### config.mk
export PLATFORM = sky130hd
export DESIGN_NAME = uart_byte_bridge
export DESIGN_NICKNAME = d
export VERILOG_FILES = /design/src/rtl/uart_byte_bridge.sv
export SDC_FILE = /design/constraint.sdc
export NUM_CORES = 1
export LEC_CHECK = 0
export BUFFER_PORTS_ARGS = -buffer_cell sky130_fd_sc_hd__buf_4
export CAP_MARGIN = 15
export CELL_PAD_IN_SITES_DETAIL_PLACEMENT = 0
export CELL_PAD_IN_SITES_GLOBAL_PLACEMENT = 1
export CORE_UTILIZATION = 51
export DETAILED_ROUTE_END_ITERATION = 10
export PLACE_DENSITY_LB_ADDON = 0.1
export SYNTH_ARGS = -nofsm -noshare
export SYNTH_HDL_FRONTEND = slang
export SYNTH_SLANG_ARGS = --single-unit
### constraint.sdc
create_clock -name sys_clk -period 2.9 [get_ports sys_clk]
set_input_delay 0.725 -clock sys_clk [delete_from_list [all_inputs] [get_ports sys_clk]]
set_output_delay 0.725 -clock sys_clk [all_outputs]
set_load 0.01 [all_outputs]
### src/rtl/uart_byte_bridge.sv
`default_nettype none
// ============================================================================
// Module      : uart_byte_bridge
// Description : 8N1 UART front end. Deserialises uart_rx into a show-ahead
//               byte FIFO (rx_data/rx_vld/rx_rdy), and serialises the
//               tx_data/tx_vld/tx_rdy byte stream onto uart_tx.
// Ports       : sys_clk, reset (async, active-high)
//               uart_rx  - serial input from host (asynchronous, idles high)
//               uart_tx  - serial output to host (registered, idles high)
//               rx_data/rx_vld/rx_rdy - received byte stream (FIFO head)
//               tx_data/tx_vld/tx_rdy - byte stream to transmit
//               rx_overflow  - sticky, byte dropped on full FIFO
//               rx_frame_err - one-cycle pulse on a bad stop bit
// Revision    : 1.0 - initial release
// ============================================================================
module uart_byte_bridge #(
    parameter int CLKS_PER_BIT  = 12,
    parameter int RX_FIFO_DEPTH = 16
) (
    input  logic       sys_clk,
    input  logic       reset,
    input  logic       uart_rx,
    output logic       uart_tx,
    output logic [7:0] rx_data,
    output logic       rx_vld,
    input  logic       rx_rdy,
    input  logic [7:0] tx_data,
    input  logic       tx_vld,
    output logic       tx_rdy,
    output logic       rx_overflow,
    output logic       rx_frame_err
);

    localparam int c_cw = $clog2(CLKS_PER_BIT);
    localparam int c_aw = $clog2(RX_FIFO_DEPTH);

    localparam logic [c_cw-1:0] c_baud_last    = c_cw'(CLKS_PER_BIT - 1);
    localparam logic [c_cw-1:0] c_baud_last_m1 = c_cw'(CLKS_PER_BIT - 2);
    localparam logic [c_cw-1:0] c_baud_half    = c_cw'(CLKS_PER_BIT / 2 - 1);

    localparam logic [1:0] c_rx_idle  = 2'd0;
    localparam logic [1:0] c_rx_start = 2'd1;
    localparam logic [1:0] c_rx_data  = 2'd2;
    localparam logic [1:0] c_rx_stop  = 2'd3;

    localparam logic [2:0] c_tx_idle  = 3'd0;
    localparam logic [2:0] c_tx_latch = 3'd1;
    localparam logic [2:0] c_tx_start = 3'd2;
    localparam logic [2:0] c_tx_data  = 3'd3;
    localparam logic [2:0] c_tx_stop  = 3'd4;

    // ------------------------------------------------------------------
    // RX line synchroniser (resets to the idle level)
    // ------------------------------------------------------------------
    logic r_rx_meta, r_rx_sync;
    logic w_rxs;

    always_ff @(posedge sys_clk or posedge reset) begin
        if (reset) begin
            r_rx_meta <= 1'b1;
            r_rx_sync <= 1'b1;
        end else begin
            r_rx_meta <= uart_rx;
            r_rx_sync <= r_rx_meta;
        end
    end

    assign w_rxs = r_rx_sync;

    // ------------------------------------------------------------------
    // RX deserialiser
    // ------------------------------------------------------------------
    logic [1:0]      r_rx_state, w_rx_state_n;
    logic [c_cw-1:0] r_rx_baud, w_rx_baud_n;
    logic [2:0]      r_rx_bit, w_rx_bit_n;
    logic [7:0]      r_rx_shift, w_rx_shift_n;
    logic            r_rx_hold, w_rx_hold_n;   // bad stop seen, waiting for line high
    logic            r_frame_err, w_frame_err_n;
    logic            w_rx_push;

    always_ff @(posedge sys_clk or posedge reset) begin
        if (reset) begin
            r_rx_state  <= c_rx_idle;
            r_rx_baud   <= '0;
            r_rx_bit    <= '0;
            r_rx_shift  <= '0;
            r_rx_hold   <= 1'b0;
            r_frame_err <= 1'b0;
        end else begin
            r_rx_state  <= w_rx_state_n;
            r_rx_baud   <= w_rx_baud_n;
            r_rx_bit    <= w_rx_bit_n;
            r_rx_shift  <= w_rx_shift_n;
            r_rx_hold   <= w_rx_hold_n;
            r_frame_err <= w_frame_err_n;
        end
    end

    always_comb begin
        w_rx_state_n  = r_rx_state;
        w_rx_baud_n   = r_rx_baud + 1'b1;
        w_rx_bit_n    = r_rx_bit;
        w_rx_shift_n  = r_rx_shift;
        w_rx_hold_n   = r_rx_hold;
        w_frame_err_n = 1'b0;
        w_rx_push     = 1'b0;
        case (r_rx_state)
            c_rx_idle: begin
                w_rx_baud_n = '0;
                if (!w_rxs) w_rx_state_n = c_rx_start;
            end
            c_rx_start: begin
                // Mid-bit check rejects glitches shorter than half a bit
                if (r_rx_baud == c_baud_half) begin
                    w_rx_baud_n  = '0;
                    w_rx_bit_n   = '0;
                    w_rx_state_n = w_rxs ? c_rx_idle : c_rx_data;
                end
            end
            c_rx_data: begin
                if (r_rx_baud == c_baud_last) begin
                    w_rx_baud_n  = '0;
                    w_rx_shift_n = {w_rxs, r_rx_shift[7:1]};
                    w_rx_bit_n   = r_rx_bit + 1'b1;
                    if (r_rx_bit == 3'd7) w_rx_state_n = c_rx_stop;
                end
            end
            c_rx_stop: begin
                if (r_rx_hold) begin
                    w_rx_baud_n = '0;
                    if (w_rxs) begin
                        w_rx_hold_n  = 1'b0;
                        w_rx_state_n = c_rx_idle;
                    end
                end else if (r_rx_baud == c_baud_last) begin
                    w_rx_baud_n = '0;
                    if (w_rxs) begin
                        w_rx_push    = 1'b1;
                        w_rx_state_n = c_rx_idle;
                    end else begin
                        w_frame_err_n = 1'b1;
                        w_rx_hold_n   = 1'b1;
                    end
                end
            end
            default: w_rx_state_n = c_rx_idle;
        endcase
    end

    assign rx_frame_err = r_frame_err;

    // ------------------------------------------------------------------
    // RX show-ahead FIFO; pointer MSB is the wrap flag
    // ------------------------------------------------------------------
    logic [7:0]    r_mem [RX_FIFO_DEPTH];
    logic [c_aw:0] r_wr_ptr, r_rd_ptr;
    logic          r_overflow;
    logic          w_empty, w_full, w_pop, w_push_ok;

    assign w_empty   = (r_wr_ptr == r_rd_ptr);
    assign w_full    = (r_wr_ptr[c_aw] != r_rd_ptr[c_aw]) &&
                       (r_wr_ptr[c_aw-1:0] == r_rd_ptr[c_aw-1:0]);
    assign w_pop     = !w_empty && rx_rdy;
    // A pop in the same cycle frees the slot the push needs
    assign w_push_ok = w_rx_push && (!w_full || w_pop);

    always_ff @(posedge sys_clk) begin
        if (w_push_ok) r_mem[r_wr_ptr[c_aw-1:0]] <= r_rx_shift;
    end

    always_ff @(posedge sys_clk or posedge reset) begin
        if (reset) begin
            r_wr_ptr   <= '0;
            r_rd_ptr   <= '0;
            r_overflow <= 1'b0;
        end else begin
            if (w_push_ok) r_wr_ptr <= r_wr_ptr + 1'b1;
            if (w_pop)     r_rd_ptr <= r_rd_ptr + 1'b1;
            if (w_rx_push && !w_push_ok) r_overflow <= 1'b1;
        end
    end

    assign rx_data     = r_mem[r_rd_ptr[c_aw-1:0]];
    assign rx_vld      = !w_empty;
    assign rx_overflow = r_overflow;

    // ------------------------------------------------------------------
    // TX serialiser. The line is registered, so the start bit is already
    // on the wire during LATCH; START therefore lasts one cycle less.
    // STOP also runs one cycle short: its final cycle is spent in IDLE
    // with tx_rdy high so a waiting byte starts with no gap.
    // ------------------------------------------------------------------
    logic [2:0]      r_tx_state, w_tx_state_n;
    logic [c_cw-1:0] r_tx_baud, w_tx_baud_n;
    logic [2:0]      r_tx_bit, w_tx_bit_n;
    logic [7:0]      r_tx_shift, w_tx_shift_n;
    logic            r_tx_line, w_tx_line_n;
    logic            r_tx_rdy, w_tx_rdy_n;

    always_ff @(posedge sys_clk or posedge reset) begin
        if (reset) begin
            r_tx_state <= c_tx_idle;
            r_tx_baud  <= '0;
            r_tx_bit   <= '0;
            r_tx_shift <= '0;
            r_tx_line  <= 1'b1;
            r_tx_rdy   <= 1'b1;
        end else begin
            r_tx_state <= w_tx_state_n;
            r_tx_baud  <= w_tx_baud_n;
            r_tx_bit   <= w_tx_bit_n;
            r_tx_shift <= w_tx_shift_n;
            r_tx_line  <= w_tx_line_n;
            r_tx_rdy   <= w_tx_rdy_n;
        end
    end

    always_comb begin
        w_tx_state_n = r_tx_state;
        w_tx_baud_n  = r_tx_baud + 1'b1;
        w_tx_bit_n   = r_tx_bit;
        w_tx_shift_n = r_tx_shift;
        w_tx_line_n  = r_tx_line;
        w_tx_rdy_n   = r_tx_rdy;
        case (r_tx_state)
            c_tx_idle: begin
                w_tx_baud_n = '0;
                if (tx_vld && r_tx_rdy) begin
                    w_tx_shift_n = tx_data;
                    w_tx_line_n  = 1'b0;
                    w_tx_rdy_n   = 1'b0;
                    w_tx_state_n = c_tx_latch;
                end
            end
            c_tx_latch: begin
                w_tx_baud_n  = '0;
                w_tx_state_n = c_tx_start;
            end
            c_tx_start: begin
                if (r_tx_baud == c_baud_last_m1) begin
                    w_tx_baud_n  = '0;
                    w_tx_bit_n   = '0;
                    w_tx_line_n  = r_tx_shift[0];
                    w_tx_state_n = c_tx_data;
                end
            end
            c_tx_data: begin
                if (r_tx_baud == c_baud_last) begin
                    w_tx_baud_n = '0;
                    if (r_tx_bit == 3'd7) begin
                        w_tx_line_n  = 1'b1;
                        w_tx_state_n = c_tx_stop;
                    end else begin
                        w_tx_bit_n   = r_tx_bit + 1'b1;
                        w_tx_shift_n = {1'b0, r_tx_shift[7:1]};
                        w_tx_line_n  = r_tx_shift[1];
                    end
                end
            end
            c_tx_stop: begin
                if (r_tx_baud == c_baud_last_m1) begin
                    w_tx_baud_n  = '0;
                    w_tx_rdy_n   = 1'b1;
                    w_tx_state_n = c_tx_idle;
                end
            end
            default: w_tx_state_n = c_tx_idle;
        endcase
    end

    assign uart_tx = r_tx_line;
    assign tx_rdy  = r_tx_rdy;

endmodule
`default_nettype wire

; Word level (Yosys, flattened, before mapping)
; Memories as Yosys holds them, arrays and structs flattened.
; Cells that the tools add are included.
[totals]
register_bits = 52
ramBits = 128
in_bits = 13
output_inout_bits = 13
wordCells = 127
n_memories = 1
[op_classes]
add_sub_neg = 6
eq_ne = 27
n_mux = 50
reduce_logical = 26
[mem_list]
columns = memory, depth, width, rd, rd_clocked_by_memory_dff, wr, line_no
row1 = r_mem, 16, 8, 1, 0, 1, 155  ; logic [7:0] r_mem [RX_FIFO_DEPTH];
[ops]
columns = op, count
row1 = $mux W3, 9
row2 = $mux W8, 3
row3 = $mux W4, 5
row4 = $ne A2 B2 Y1 const B, 10
row5 = $mux W1, 16
row6 = $mux W2, 8
row7 = $pmux W4 S4, 1
row8 = $pmux W8 S2, 1
row9 = $pmux W3 S5, 1
row10 = $eq A4 B4 Y1 const B, 3
row11 = $pmux W3 S2, 2
row12 = $pmux W4 S3, 1
row13 = $reduce_and A4 Y1, 3
row14 = $add A5 B1 Y5 const B, 2
row15 = $reduce_and A5 Y1, 2
row16 = $eq A3 B3 Y1 const B, 3
row17 = $add A4 B1 Y4 const B, 2
row18 = $pmux W2 S4, 1
row19 = $reduce_bool A2 Y1, 4
row20 = $add A3 B1 Y3 const B, 2
row21 = $eq A3 B2 Y1 const B, 2
row22 = $reduce_and A3 Y1, 2
row23 = $eq A5 B5 Y1, 1
row24 = $logic_and A1 B1 Y1, 5
row25 = 16 further kinds, 20

; Longest topological paths before layout
; Gate-level depths: netlist (run 1).
[logic_depth]
ltp_word = 7
depth_mapped = 7
mapped_depth_nobuf = 6

; Least setup slack after synthesis (run 1)
; OpenSTA, ideal clock, no wires.
[synth_path]
path_kind = register -> output
start = register r_rd_ptr[1]
end = output rx_data[6]
t_arrival_ns = 1.588
required_ns = 2.175
slack_ns = 0.587
path_stages_with_launch = 6
path_buffers = 2
cell_sequence = dfrtp_1 -> buf_4 -> buf_2 -> mux4_2 -> a22oi_1 -> nand2_1
[synth_via]
elab_chain_len = 1
[synth_lines]
columns = item, line_no
row1 = from (decl), 156  ; logic [c_aw:0] r_wr_ptr, r_rd_ptr;
row2 = from (signal assigned), 178  ; if (w_pop) r_rd_ptr <= r_rd_ptr + 1'b1;
row3 = $mem_v2 Z16 W8, --
row4 = to (decl), 24  ; output logic [7:0] rx_data,
; No other way between the ends.

; Worst setup path after layout (run 1)
[layout_path]
start = register r_rd_ptr[1]
end = output rx_data[2]
; Same word-level chain as after synthesis.

==> results of run 1 <==
-- power by group --
group / leakage [nW] / internal [mW] / switching [mW] / total [mW]
logic: 1.12 / 0.674 / 0.675 / 1.35
registers: 1.85 / 2.81 / 0.135 / 2.94
clock network: 0.260 / 1.18 / 0.934 / 2.11
-- cells by family (layout without fill, tap and decap cells) --
| group | after synthesis | in the layout |
|---|---|---|
| muxes | 45 | 45 |
| xor gates and xnor gates | 16 | 16 |
| adders and majority gates | 13 | 13 |
| and+or+nand+nor | 116 | 116 |
| AOI/OAI and AO/OA | 64 | 64 |
| DFF | 180 | 180 |
| buffers and inverters | 36 | 95 |
-- critical path, delay by kind of cell (launching register included) --
family / cells / cell delay [ps]
compound gates: 1 / 170
buf+inv: 2 / 330
flops: 1 / 470
mux: 1 / 560
simple gates: 1 / 80
-- metrics by stage --
step | std cells | instance area, sq um | worst slack [ps]
floorplan | 470 | 7590 | 587
global route | 713 | 8650 | 28.5
finish | 713 | 8650 | 130
global placement | 680 | 8080 | 376
CTS | 713 | 8650 | 111
detailed placement | 680 | 8080 | 366
-- layer usage --
layer | GRT usage (%) | vias up | wire, um
met4 | 9.60 | 0 | 320
met3 | 4.81 | 20 | 815
met5 | 0 | - | 0
met2 | 35.9 | 113 | 7350
li1 | - | 1908 | -
met1 | 27.4 | 1988 | 6160
-- worst max path at each step --
stage,start,endpoint,slack (ps),cells past startpoint
floorplan,r_rd_ptr[1],rx_data[6],590,5
global placement,r_rd_ptr[1],rx_data[0],380,5
detailed placement,r_rd_ptr[1],rx_data[0],370,5
CTS,r_rd_ptr[1],rx_data[0],110,5
global route,r_rd_ptr[1],rx_vld,30,5
finish,r_rd_ptr[1],rx_data[2],130,5
-- cell usage after synthesis, types with 2 or more instances --
cell type,n,area (sq um)
edfxtp_1,128,3840
dfrtp_1,48,1200
nor2_1,38,143
mux4_2,32,721
nand2_1,31,116
a22oi_1,16,120
ha_1,13,163
mux2_2,13,146
inv_1,11,41.3
a31oi_1,10,62.6
xnor2_1,10,87.6
a21oi_1,9,45.0
nor3_1,8,40.0
buf_2,7,35.0
clkbuf_1,6,22.5
nand3_1,6,30.0
xor2_1,6,52.6
buf_4,5,37.5
nor2b_1,5,31.3
and3b_1,4,35.0
buf_1,4,15.0
dfstp_2,4,105
nand3b_1,4,30.0
nand4_1,4,25.0
o21ai_0,4,20.0
a211oi_1,3,22.5
a22o_1,3,26.3
buf_6,3,33.8
nand2b_1,3,18.8
o211ai_1,3,22.5
a21o_1,2,15.0
a31oi_2,2,25.0
a32o_1,2,20.0
nor3b_1,2,15.0
or2_2,2,12.5
-- timing repair --
item | in CTS | in global routing
hold endpoints to repair | 0 | 0
endpoints found under the setup margin | 8 | 0
gates resized for setup | 1 | 0
setup buffers | 1 | 0
-- flip-flops by register name, summed over array words and instances (netlist names), 4 cells and up, named ones only --
signal and count:
r_rd_ptr 5, r_tx_baud 4, r_wr_ptr 5, r_mem 128
r_rx_baud 4, r_tx_shift 8, r_rx_shift 8
-- final cells by class --
cell class | instances | area [sq um]
Inverter | 11 | 41.3
Clock buffer | 19 | 433
Timing Repair Buffer | 52 | 428
Clock inverter | 13 | 109
Multi-Input combinational cell | 254 | 2250
Tap cell | 184 | 230
Sequential cell | 180 | 5150
Fill cell | 1124 | 5890
==> results_dict.tcl, run 1 <==
set metrics [dict create \
    run_status "complete, no violations" \
    htreeDepth 4 \
    io_buffers 25 \
    r2r_cells 5 \
    postRouteAntennaNets 0 \
    synth_edf_count 128 \
    worstHoldPathType "primary input to async pin" \
    timing.rr.start "r_rd_ptr[1]" \
    grt.overflow.total 0 \
    required_ps 2170 \
    grt_start_max_net_pins 30 \
    wl_per_cell_um 20.5 \
    n_antenna_cell 0 \
    cts_buffer_depth 2 \
    layout_common_cells "edfxtp_1, buf_4, dfrtp_1, nor2_1, mux4_2" \
    arrival_ps 2040 \
    syn-cell-area_sq_mm 0.00759 \
    synthSimpleGateAreaFrac_pct 7.83 \
    vias_per_cell 5.65 \
    ys_ff_latch 180 \
    async_reset_ff_share_pct 28.9 \
    syn_avg_cell_area_sq_um 16.1 \
    cts_tree "done" \
    cp_max_fo 16 \
    hold_buffers 0 \
    rows 44 \
    drtIter0Drc 345 \
    skew_ps 14.7 \
    vias 4029 \
    worstSetupStartpointType "register" \
    fmax_mhz 361 \
    yosysWarnings 0 \
    max_stage_delay_ps 560 \
    critical_path_class "register to primary output" \
    syn_nets 496 \
    drt_first_pass_iters 4 \
    whs_ps 356 \
    period_minus_slack_ps 2770 \
    muxShareOfSynthArea_pct 11.4 \
    drv_slew 0 \
    die_area_sq_mm 0.0154 \
    slew_headroom_pct 51.1 \
    final.period_utilization_pct 95.5 \
    final_common_cell "edfxtp_1" \
    powerDensity_mw_per_mm2 740 \
    drv_cap 0 \
    hold_viol_final 0 \
    syn_to_final_growth_pct 14.0 \
    initial_core_util_pct 52.2 \
    grt_pass1_vias 4162 \
    drive_gt1_share_pct 27.2 \
    fin_util_pct 59.5 \
    synth_top_family_by_area "multiplexers" \
    dp_hpwl_um 9640 \
    p_total_mw 6.40 \
    core_area_sq_mm 0.0145 \
    setup_tns_ps 0 \
    tightest_slew_ps 731 \
    cp_slowest_cell "mux4_2" \
    crit_path_end_kind "primary output" \
    synth-compound-area-share_pct 6.42 \
    synthFlopType "edfxtp_1" \
    numCtsBuffers 17 \
    fin_nets 542 \
    crit_path_cell_trace "buf_12 -> mux4_2 -> a22oi_1 -> nand2_1 -> buf_4" \
    clk_pin_slew_ps 60 \
    totalWireLength_um 14600 \
    antenna_found_initial 0 \
    synthAdderAreaFrac_pct 2.14 \
    synth_seq_area_share_pct 67.9 \
    rrSetupSlack_ps 540 \
    r2r-end "r_mem[4][1]" \
    clock-sinks 180 \
    synthXorXnorAreaFrac_pct 1.85 \
    die_y_um 124 \
    grt_pass1_wl_um 23100 \
    cts-root-buf "clkbuf_16" \
    gp_congestion 0.800 \
    io_pins 26 \
    clk_latency_ps 430 \
    rsz0062_at_grt "false" \
    syn_inst 470 \
    setup_viol 0 \
    die_w_um 124 \
    vdd_drop_max_mv 0.362 \
    synth.distinct_cells 54 \
    grt_use_total_pct 21.7 \
    leakagePower_nw 3.23 \
    drc 0 \
]
(Power assumes the default switching activity.)
==> inputs of run 2 (changes only) <==
--- a/config.mk
+++ b/config.mk
@@ -9,7 +9,7 @@
 export CAP_MARGIN = 15
 export CELL_PAD_IN_SITES_DETAIL_PLACEMENT = 0
 export CELL_PAD_IN_SITES_GLOBAL_PLACEMENT = 1
-export CORE_UTILIZATION = 51
+export CORE_UTILIZATION = 35
 export DETAILED_ROUTE_END_ITERATION = 10
 export PLACE_DENSITY_LB_ADDON = 0.1
 export SYNTH_ARGS = -nofsm -noshare
==> results_dict.tcl, run 2 (synthesis gave the netlist of run 1 again) <==
set metrics [dict create \
    drc 0 \
    cp_slowest_cell "dfrtp_4" \
    antenna_found_initial 0 \
    clk_latency_ps 430 \
    area.sequential_sq_mm 0.00515 \
    rsz0062_at_grt "true" \
    grt_use_total_pct 15.5 \
    hold_viol_final 0 \
    setup_viol 0 \
    crit_path_end_kind "primary output" \
    wl_per_cell_um 19.6 \
    critical_path_class "register to primary output" \
    route.met2.wl_um 7850 \
    clk_pin_slew_ps 70 \
    fin_cells 808 \
    hold_buffers 0 \
    place_area_sq_mm 0.00818 \
    fin_nets 546 \
    vias_per_cell 5.05 \
    die_w_um 149 \
    fin_util_pct 42.2 \
    drv_cap 0 \
    whs_ps 357 \
    numCtsBuffers 17 \
    period_minus_slack_ps 2840 \
    design_area_sq_mm 0.00894 \
    io_buffers 25 \
    dp_cells 770 \
    clock-sinks 180 \
    arrival_ps 2120 \
    grt_pass1_vias 4251 \
    syn_to_final_growth_pct 17.8 \
    worstSetupStartpointType "register" \
    powerDensity_mw_per_mm2 762 \
    cts-root-buf "clkbuf_16" \
    drv_slew 0 \
    fmax_mhz 352 \
    layout_common_cells "edfxtp_1, buf_4, dfrtp_1, nor2_1, mux4_2" \
    cts_tree "done" \
    vdd_drop_max_mv 0.378 \
    vias 4080 \
    leakagePower_nw 3.30 \
    htreeDepth 4 \
    worstHoldPathType "register to register" \
    die_area_sq_mm 0.0223 \
    drt_first_pass_iters 4 \
    highest_layer "met4" \
    rows 53 \
    drtIter0Drc 201 \
    largest_reg_flops 128 \
    required_ps 2170 \
    skew_ps 13.3 \
    crit_path_cell_trace "buf_6 -> mux4_2 -> a22oi_2 -> buf_4 -> nand2_4 -> buf_6" \
    run_status "complete, no violations" \
    grt.overflow.total 0 \
    drive_gt1_share_pct 30.8 \
    core_area_sq_mm 0.0212 \
    die_y_um 149 \
    grt_pass1_wl_um 24800 \
    multi_input_area_sq_mm 0.00231 \
    n_antenna_cell 0 \
    cp_common_cell "buf_6" \
    n_fill_cell 1926 \
    cts_buffer_depth 2 \
    max_stage_delay_ps 540 \
    wl_met1_um 7240 \
    grt_start_max_net_pins 29 \
    dp_hpwl_um 10200 \
    final.period_utilization_pct 98.0 \
    totalWireLength_um 15800 \
    io_pins 26 \
    tightest_slew_ps 880 \
    postRouteAntennaNets 0 \
    final_common_cell "edfxtp_1" \
    gp_congestion 0.701 \
    cp_max_fo 8 \
    routed-wl-met3_um 465 \
    slew_headroom_pct 41.1 \
    p_total_mw 6.81 \
    initial_core_util_pct 35.9 \
]
==> run 2: changes by cell type in the layout (fill, tap and decap cells not counted), sizes merged <==
cell | before | now
clkinvlp | 3 | 0
clkbuf | 19 | 17
clkinv | 7 | 6
buf | 52 | 56
inv | 13 | 19
==> run 2: area by class of cell <==
class	instances	share of cell area, %
Tap cell	275	3.85
Multi-Input combinational cell	254	25.9
Clock buffer	17	4.76
Inverter	11	0.462
Timing Repair Buffer	56	5.38
Sequential cell	180	57.7
Clock inverter	15	2.03
==> run 2: final timing paths <==
check / start / endpoint / slack [ps] / depth (start not counted)
worst min register to register: r_rx_meta / r_rx_sync / 360 / 0
worst min-delay path: r_rx_meta / r_rx_sync / 360 / 0
worst max register to register: r_rd_ptr[1] / r_mem[14][5] / 270 / 6
min in group asynchronous: reset / r_tx_shift[5] / 380 / 2
max in group asynchronous: reset / r_rx_sync / 1840 / 3
worst max-delay path: r_rd_ptr[1] / rx_data[0] / 60 / 6
==> run 2: through the flow <==
step | worst slack [ps] | setup TNS [ps]
final | 57.3 | 0
after floorplan | 587 | 0
after detailed placement | 130 | 0
after global placement | 119 | 0
after CTS | -9.34 | -12.3
after global routing | -31.4 | -106
==> run 2: routing by layer <==
metal | track usage [%] | vias to the layer above
met4 | 5.20 | 0
li1 | - | 1918
met2 | 25.6 | 51
met1 | 20.1 | 2096
met5 | 0 | -
met3 | 3.58 | 15
==> run 2: timing repair <==
action | in CTS | in global routing
setup endpoints to repair | 9 | 8
gates resized for setup | 12 | 11
pin swaps | 1 | 0
buffers inserted | 3 | 3
endpoints found under the hold margin | 0 | 0
==> run 2: where the power goes <==
group	internal, mW	switching [mW]	total (mW)
Clock	1.24	1.09	2.33
Sequential	2.81	0.151	2.96
Combinational	0.779	0.746	1.53
Total	4.82	1.99	6.81
==> run 2: critical path, delay by kind of cell, from the launching register on <==
kind	cells	cell delay [ps]
DFF	1	540
buffers and inverters	3	430
and+or+nand+nor	1	50
muxes	1	500
AOI/OAI and AO/OA	1	160
==> inputs of run 3 (changes only) <==
--- a/config.mk
+++ b/config.mk
@@ -9,7 +9,7 @@
 export CAP_MARGIN = 15
 export CELL_PAD_IN_SITES_DETAIL_PLACEMENT = 0
 export CELL_PAD_IN_SITES_GLOBAL_PLACEMENT = 1
-export CORE_UTILIZATION = 35
+export CORE_UTILIZATION = 40
 export DETAILED_ROUTE_END_ITERATION = 10
 export PLACE_DENSITY_LB_ADDON = 0.1
 export SYNTH_ARGS = -nofsm -noshare
==> results_dict.tcl, run 3 (synthesis gave the netlist of run 1 again) <==
set metrics [dict create \
    rows 49 \
    clk_pin_slew_ps 70 \
    place_worst_setup_slack_ps 441 \
    clock-sinks 180 \
    wl_per_cell_um 20.5 \
    totalWireLength_um 15600 \
    postRouteAntennaNets 0 \
    r2r-end "r_mem[12][0]" \
    critical_path_class "register to primary output" \
    drc 0 \
    grt_pass1_wl_um 24600 \
    leakagePower_nw 3.29 \
    initial_core_util_pct 41.5 \
    grt_busiest_layer "met2" \
    grt_use_total_pct 17.2 \
    slew_headroom_pct 41.4 \
    timing.rr.start "r_rx_baud[0]" \
    core_area_sq_mm 0.0183 \
    period_minus_slack_ps 2830 \
    powerDensity_mw_per_mm2 751 \
    place_area_sq_mm 0.00817 \
    fmax_mhz 354 \
    io_buffers 25 \
    cts_tree "done" \
    run_status "complete, no violations" \
    drv_slew 0 \
    final_common_cell "edfxtp_1" \
    die_y_um 140 \
    setup_tns_ps 0 \
    clk_latency_ps 430 \
    antenna_found_initial 0 \
    drv_cap 0 \
    largest_reg_flops 128 \
    n_antenna_cell 0 \
    vdd_drop_max_mv 0.460 \
    cts-root-buf "clkbuf_16" \
    met1_usage_pct 22.2 \
    layout_common_cells "edfxtp_1, buf_4, dfrtp_1, nor2_1, mux4_2" \
    dp_cells 726 \
    required_ps 2170 \
    p_total_mw 6.62 \
    hold_buffers 0 \
    drt_first_pass_iters 4 \
    fin_nets 546 \
    drtIter0Drc 275 \
    worstHoldPathType "primary input to async pin" \
    rsz0062_at_grt "true" \
    setup_slack_ps 73.5 \
    design_area_sq_mm 0.00882 \
    dp_hpwl_um 9680 \
    die_w_um 140 \
    whs_ps 343 \
    vias_per_cell 5.38 \
    numCtsBuffers 17 \
    arrival_ps 2100 \
    fin_util_pct 48.3 \
    grt.overflow.total 0 \
    r2r_cells 5 \
    hold_viol_final 0 \
    cts_buffer_depth 2 \
    startpoint "r_rd_ptr[1]" \
    syn_to_final_growth_pct 16.3 \
    rrSetupSlack_ps 520 \
    crit_path_end_kind "primary output" \
    fin_cells 762 \
    met3_usage_pct 3.99 \
    tightest_slew_ps 876 \
    grt_start_max_net_pins 53 \
    skew_ps 8.76 \
    worstSetupStartpointType "register" \
    die_area_sq_mm 0.0195 \
    critPathCapture "rx_data[6]" \
    grt_pass1_vias 4240 \
    drive_gt1_share_pct 29.8 \
    globalRouteMet2Util_pct 29.1 \
    cp_max_fo 13 \
    final.period_utilization_pct 97.5 \
    setup_viol 0 \
    io_pins 26 \
    vias 4103 \
    gp_congestion 0.721 \
    htreeDepth 4 \
]
## run 3: cell types whose count changed in the layout (fill, tap and decap cells not counted), moves of 2 or more
cell / change
a22oi_1: +4
a22oi_2: -4
buf_6: -3
buf_4: +2
clkinv_2: +2
inv_8: -2
## run 3: routing by layer
metal | vias up | routed length [um]
met2 | 83 | 7960
met4 | 0 | 137
met3 | 9 | 636
met5 | - | 0
li1 | 1909 | -
met1 | 2102 | 6860
## run 3: area by class of cell
class                           count  area [sq um]
Clock inverter                     15           146
Sequential cell                   180          5150
Clock buffer                       17           425
Timing Repair Buffer               56           492
Fill cell                        1576          9450
Tap cell                          229           287
Multi-Input combinational cell    254          2280
Inverter                           11          41.3
## run 3: where the power goes
| group | switching (mW) | internal [mW] | total, mW |
|---|---|---|---|
| registers | 0.117 | 2.80 | 2.92 |
| clock network | 1.06 | 1.14 | 2.20 |
| logic | 0.764 | 0.746 | 1.51 |
## run 3: repair_timing
action                     4_1_cts  5_1_grt
cloned                           0        1
pin swaps                        0        1
buffers inserted                 1        2
hold endpoints to repair         0        0
setup endpoints to repair        2        3
resized for setup                0        8
## run 3: critical path, cell delays in order, from the launching register on
cell	delay, ps
dfrtp_2	480
buf_12	200
mux4_2	520
a22oi_2	180
nand2_1	120
buf_4	160
## run 3: worst min-delay path by stage
stage,from,endpoint
floorplan,r_rx_meta,r_rx_sync
global placement,r_rx_meta,r_rx_sync
detailed placement,r_rx_meta,r_rx_sync
CTS,reset,rx_frame_err
global route,reset,rx_frame_err
finish,reset,rx_frame_err
